===== config.mk =====
export PLATFORM = sky130hd
export DESIGN_NAME = filter
export DESIGN_NICKNAME = d
export VERILOG_FILES = /design/src/rtl/filter.sv
export SDC_FILE = /design/constraint.sdc
export NUM_CORES = 1
export LEC_CHECK = 0
export CORE_AREA = 2 2 39 41
export DETAILED_ROUTE_END_ITERATION = 12
export DIE_AREA = 0 0 41 43
export PLACE_DENSITY = 0.3
export SETUP_SLACK_MARGIN = 0.3
export SLEW_MARGIN = 10
export SYNTH_ARGS = -nofsm -noshare
export SYNTH_HDL_FRONTEND = slang
export SYNTH_SLANG_ARGS = --single-unit

===== constraint.sdc =====
create_clock -name clock -period 0.97 [get_ports clock]
set_input_delay 0.291 -clock clock [delete_from_list [all_inputs] [get_ports clock]]
set_output_delay 0.291 -clock clock [all_outputs]
set_load 0.02 [all_outputs]

===== src/rtl/filter.sv =====
// Single-bit glitch/debounce filter: sig_out follows sig_in only after DEPTH equal samples.
// Optional FILTER_SYNC_EN adds a 2-flop input synchronizer (+2 cycles latency).
module filter #(
    parameter int DEPTH = 4
) (
    output logic sig_out,
    input  logic clock,
    input  logic reset,
    input  logic sig_in
);

    logic             sample;
    logic [DEPTH-1:0] win;
    logic [DEPTH-1:0] nxt;
    logic             all_one;
    logic             all_zero;

`ifdef FILTER_SYNC_EN
    logic meta;
    logic sync;

    always_ff @(posedge clock) begin
        if (reset) begin
            meta <= 1'b0;
            sync <= 1'b0;
        end else begin
            meta <= sig_in;
            sync <= meta;
        end
    end

    assign sample = sync;
`else
    assign sample = sig_in;
`endif

    // The oldest bit is shifted out before it is ever compared.
    assign nxt      = {win[DEPTH-2:0], sample};
    assign all_one  = &nxt;
    assign all_zero = ~|nxt;

    always_ff @(posedge clock) begin
        if (reset) begin
            win     <= '0;
            sig_out <= 1'b0;
        end else begin
            win <= nxt;
            if (all_one) begin
                sig_out <= 1'b1;
            end else if (all_zero) begin
                sig_out <= 1'b0;
            end
        end
    end

    logic unused_msb;
    assign unused_msb = win[DEPTH-1];

endmodule


**Word level (Yosys, flattened, before mapping)**

Cells that the tools add are included.

- Register bits: 4
- Latch bits: 0
- RAM bits: 0
- Word-level logic and storage cells: 7
- Memories: 0
- Bits of input ports: 3
- Output and inout bits: 1
- ROM bits: 0

- Add/subtract/negate cells: 0
- Div/mod/pow operators: 0
- Equality and inequality tests: 1
- Multipliers: 0
- Magnitude comparators: 0
- Shift-type cells: 0
- Muxes and demuxes: 2
- Bitwise operators: 0
- Reductions and logical operators: 2

Operators by type and width:

| operator | number |
|---|---|
| AND reduction 4 bit | 1 |
| OR reduction 4 bit | 1 |
| two-way mux 1 bit | 2 |
| != test 2 bit (second input constant) | 1 |

**Depth between registers and ports, before layout**

- Depth in word-level cells: 3
- Depth in mapped cells: 2
- Gate-level depth less buffers: 2

**Worst setup path before layout**

OpenSTA, ideal clock, no wires.

- Path kind: flip-flop to flip-flop
- From: reg win[0]
- To: reg sig_out
- Slack: 0.152 ns
- Period minus slack after synthesis: 0.818 ns
- Required time: 0.843 ns
- Stages on the path, launching flop included: 3
- Data arrival time: 0.691 ns
- Library setup time: 0.127 ns
- Path buffers: 0
- Cells stage by stage: dfxtp_1 -> o41ai_2 -> a21oi_1

- Longest elaborated chain between the ends: 2
- Elaborated cells between the ends (all ways): 4
- Those cells by class: eq/ne (1); mux (1); reduce/logical (2)

Ends and longest elaborated chain:

| item | RTL line | text |
|---|---|---|
| start: declaration | 13 | `logic [DEPTH-1:0] win;` |
| start signal: assignment | 47 | `win <= nxt;` |
| AND reduction 4 bit / OR reduction 4 bit (equally long branches) | 39, 40 |  |
| != test 2 bit (no line) / two-way mux 1 bit (equally long branches) | - |  |
| end signal: assignment | 45 | `sig_out <= 1'b0;` |
| end signal: assignment | 49 | `sig_out <= 1'b1;` |
| end signal: assignment | 51 | `sig_out <= 1'b0;` |
| end: declaration | 6 | `output logic sig_out,` |

Several ways; a longest one is shown, not always the timed one.
A chain may end at the register's enable or synchronous reset.

**Final worst setup path**

- From: reg sig_out
- To: out sig_out

No word-level cell between the ends.

==> summary.md <==
| Metric | Value |
|---|---|
| Crit path to | sig_out |
| Cell family with most CP delay | flip-flops |
| Slew HR | 85.2% |
| Post-synthesis sequential area ratio | 63.4% |
| Buf/Inv on CP | 1 |
| Final number of setup-violating endpoints | 0 |
| Max-cap violations | 0 |
| Top-area cell type share of the netlist area | 63.4% |
| Layout cell share with drive strength beyond 1 | 55.6% |
| Die ar. | 0.00176 sq mm |
| Slew Viols, Final | 0 |
| Post-synthesis cell count | 10 |
| R2r setup slk | 0.13 ns |
| Clock power share | 51.8% |
| Syn avg cell area | 12.6 sq um |
| Number of global-route vias before repair | 113 |
| Worst setup path startpoint | sig_out$_SDFFE_PP0P_ |
| Hold Path Class | in2reg |
| Register area | 83.8 sq um |
| Placement row count | 14 |
| Die Ht | 43 um |
| DRT iter0 DRCs | 1 |
| Placed inst area | 191 sq um |
| Kind of critical path | reg2out |
| Max FO, Critical Path | 2 |
| Outcome | finished clean |
| Diodes inserted | 0 |
| Area contributors post-synth | dfxtp_1, nor2b_1, o41ai_2, nand4_1, a21oi_1 |
| CP Depth | 1 |
| Post-CTS Repair Setup Buffers | 0 |
| Final ANT Viol Nets | 0 |
| Clock Tree Buf Depth | 2 |
| Worst IR drop on VDD | 0.460 mV |
| Least-Margin Pin Slew | 0.219 ns |
| GRT Util Overall | 4.82% |
| Design area | 218 sq um |
| NetSw | 0.0000768 W |
| Hpwl dp | 172 um |
| Worst R2R End | sig_out$_SDFFE_PP0P_ |
| Reg power frac | 44.2% |
| Pint | 0.000319 W |
| Drt via density | 2.94 |
| Startpoint class of the critical path | register |
| Cell breakdown of the critical path | buf_6 |
| Slowest Stage Delay on Critical Path | 0.31 ns |
| Routability Congestion | 0.549 |
| Vias | 100 |
| Largest net degree at the start of global routing | 5 |
| WP data required | 0.68 ns |
| Worst-Skew Late Latency | 0.23 ns |
| CTS Root Cell | clkbuf_4 |
| Clock Skew | 0.00352 ns |
| CTS Hold Bufs | 0 |
| Total grt overflow | 0 |
| Worst flop-to-flop path startpoint | win[0]$_SDFF_PP0_ |
| Layout Nets | 23 |
| Core area | 0.00138 sq mm |
| P_leak | 0.0856 nW |
| Clock Sink Count | 4 |
| Reg clk slew, reported paths | 0.04 ns |
| Area of the mapped netlist | 126 sq um |
| Distinct cells, synth | 5 |
| Area grow syn2layout | 72.3% |
| Period utilization | 98.4% |
| Gate power share | 4.0% |
| Drt first pass iters | 2 |
| CP max-delay cell | dfxtp_2 |
| Fmax | 1050 MHz |
| Initial antenna violation count | 0 |
| Initial Util | 9.13% |
| First-pass GRT wire length | 462 um |
| Final Hold Violating Endpoints | 0 |
| Number of buffers added on ports | 3 |
| Avg WL per Cell | 7.44 um |
| Ys Warns | 0 |
| Syn Nets | 13 |
| Num CTS Buffers | 3 |
| Pwr dens | 1820 mW/mm^2 |
| Crit end category | output pin |
| Final min period | 0.955 ns |
| Crit path DAT | 0.66 ns |
| Switch share | 19.4% |
| Clock H-tree levels | 1 |
| DRC violations left | 0 |
| CTS tree | built |
| Worst Reg-to-Reg Cells | 2 |
| Post-synthesis register bit count | 4 |
| Worst hold-check slack | 0.424 ns |
| Multi-input logic area | 46.3 sq um |
| Yosys top cell by area | dfxtp_1 |
| IO Count | 4 |
| Unrepaired setup endpoints after global routing | true |
| Final setup TNS | 0 ns |
| Die span in x | 41 um |
| Worst hold path stage count | 2 |
| FILL cells | 155 |
| Routed WL | 253 um |
## kinds of logic after synthesis
group | after synthesis | synth area share [%]
flip-flops | 4 | 63.4
AO/OA/AOI/OAI | 2 | 16.8
AND/OR/NAND/NOR | 4 | 19.8
## stage by stage
stage | total power, W | util, % | instances | setup slack (ns)
after floorplan | 0.000180 | - | 10 | 0.169
after global placement | 0.000195 | 13.8 | 31 | -0.323
after detailed placement | 0.000195 | 13.8 | 31 | -0.331
after global routing | 0.000427 | 15.7 | 34 | -0.0191
final | 0.000396 | 15.7 | 34 | 0.0152
after CTS | 0.000410 | 15.6 | 34 | 0.00159
## worst min-delay path by stage
stage | start | to
after CTS | reset | win[2]$_SDFF_PP0_
after global placement | win[1]$_SDFF_PP0_ | win[2]$_SDFF_PP0_
after detailed placement | win[1]$_SDFF_PP0_ | win[2]$_SDFF_PP0_
final | reset | win[0]$_SDFF_PP0_
after floorplan | reset | sig_out$_SDFFE_PP0P_
after global routing | reset | win[1]$_SDFF_PP0_
## worst reg2reg max path, stage by stage (launching register included)
cell and delay (ns):
dfxtp_2 0.32, o41ai_2 0.29, a21oi_1 0.10
## power by group through the flow
stage	Combinational [W]	Clock (W)	Sequential, W
after global placement	0.0000185	0	0.000177
after CTS	0.0000162	0.000219	0.000175
final	0.0000159	0.000205	0.000175
after floorplan	0.00000341	0	0.000176
after global routing	0.0000176	0.000234	0.000175
after detailed placement	0.0000184	0	0.000177
## placed cells by master, fill, tap and decap left out
cell type        instances
nor2b_1                  3
clkbuf_4                 3
dfxtp_2                  3
buf_4                    2
o41ai_2                  1
nand4_1                  1
a21oi_1                  1
dlygate4sd2_1            1
clkdlybuf4s15_1          1
buf_6                    1
dfxtp_1                  1
## cell usage after synthesis (all sizes together)
master and number:
o41ai 1, a21oi 1, dfxtp 4, nand4 1, nor2b 3
## layout make-up
type | instances | area share [%]
Sequential cell | 4 | 38.5
Timing Repair Buffer | 5 | 20.7
Tap cell | 16 | 9.20
Clock buffer | 3 | 10.3
Multi-Input combinational cell | 6 | 21.3
## state kept, by name, summed over array words and instances, names as in the netlist
name,flops
sig_out,1
win,3
## per-layer routing
| layer | up-vias | wire length (um) | global-route usage (%) |
|---|---|---|---|
| met5 | - | 0 | 0 |
| met4 | 0 | 0 | 0 |
| met3 | 0 | 58 | 9.42 |
| met2 | 7 | 60 | 3.44 |
| met1 | 40 | 134 | 6.11 |
| li1 | 53 | - | - |
## repair_timing
item	4_1_cts	5_1_grt
endpoints found under the setup margin	5	2
resized for setup	11	1
pin swaps	2	2
(Power assumes the default switching activity.)
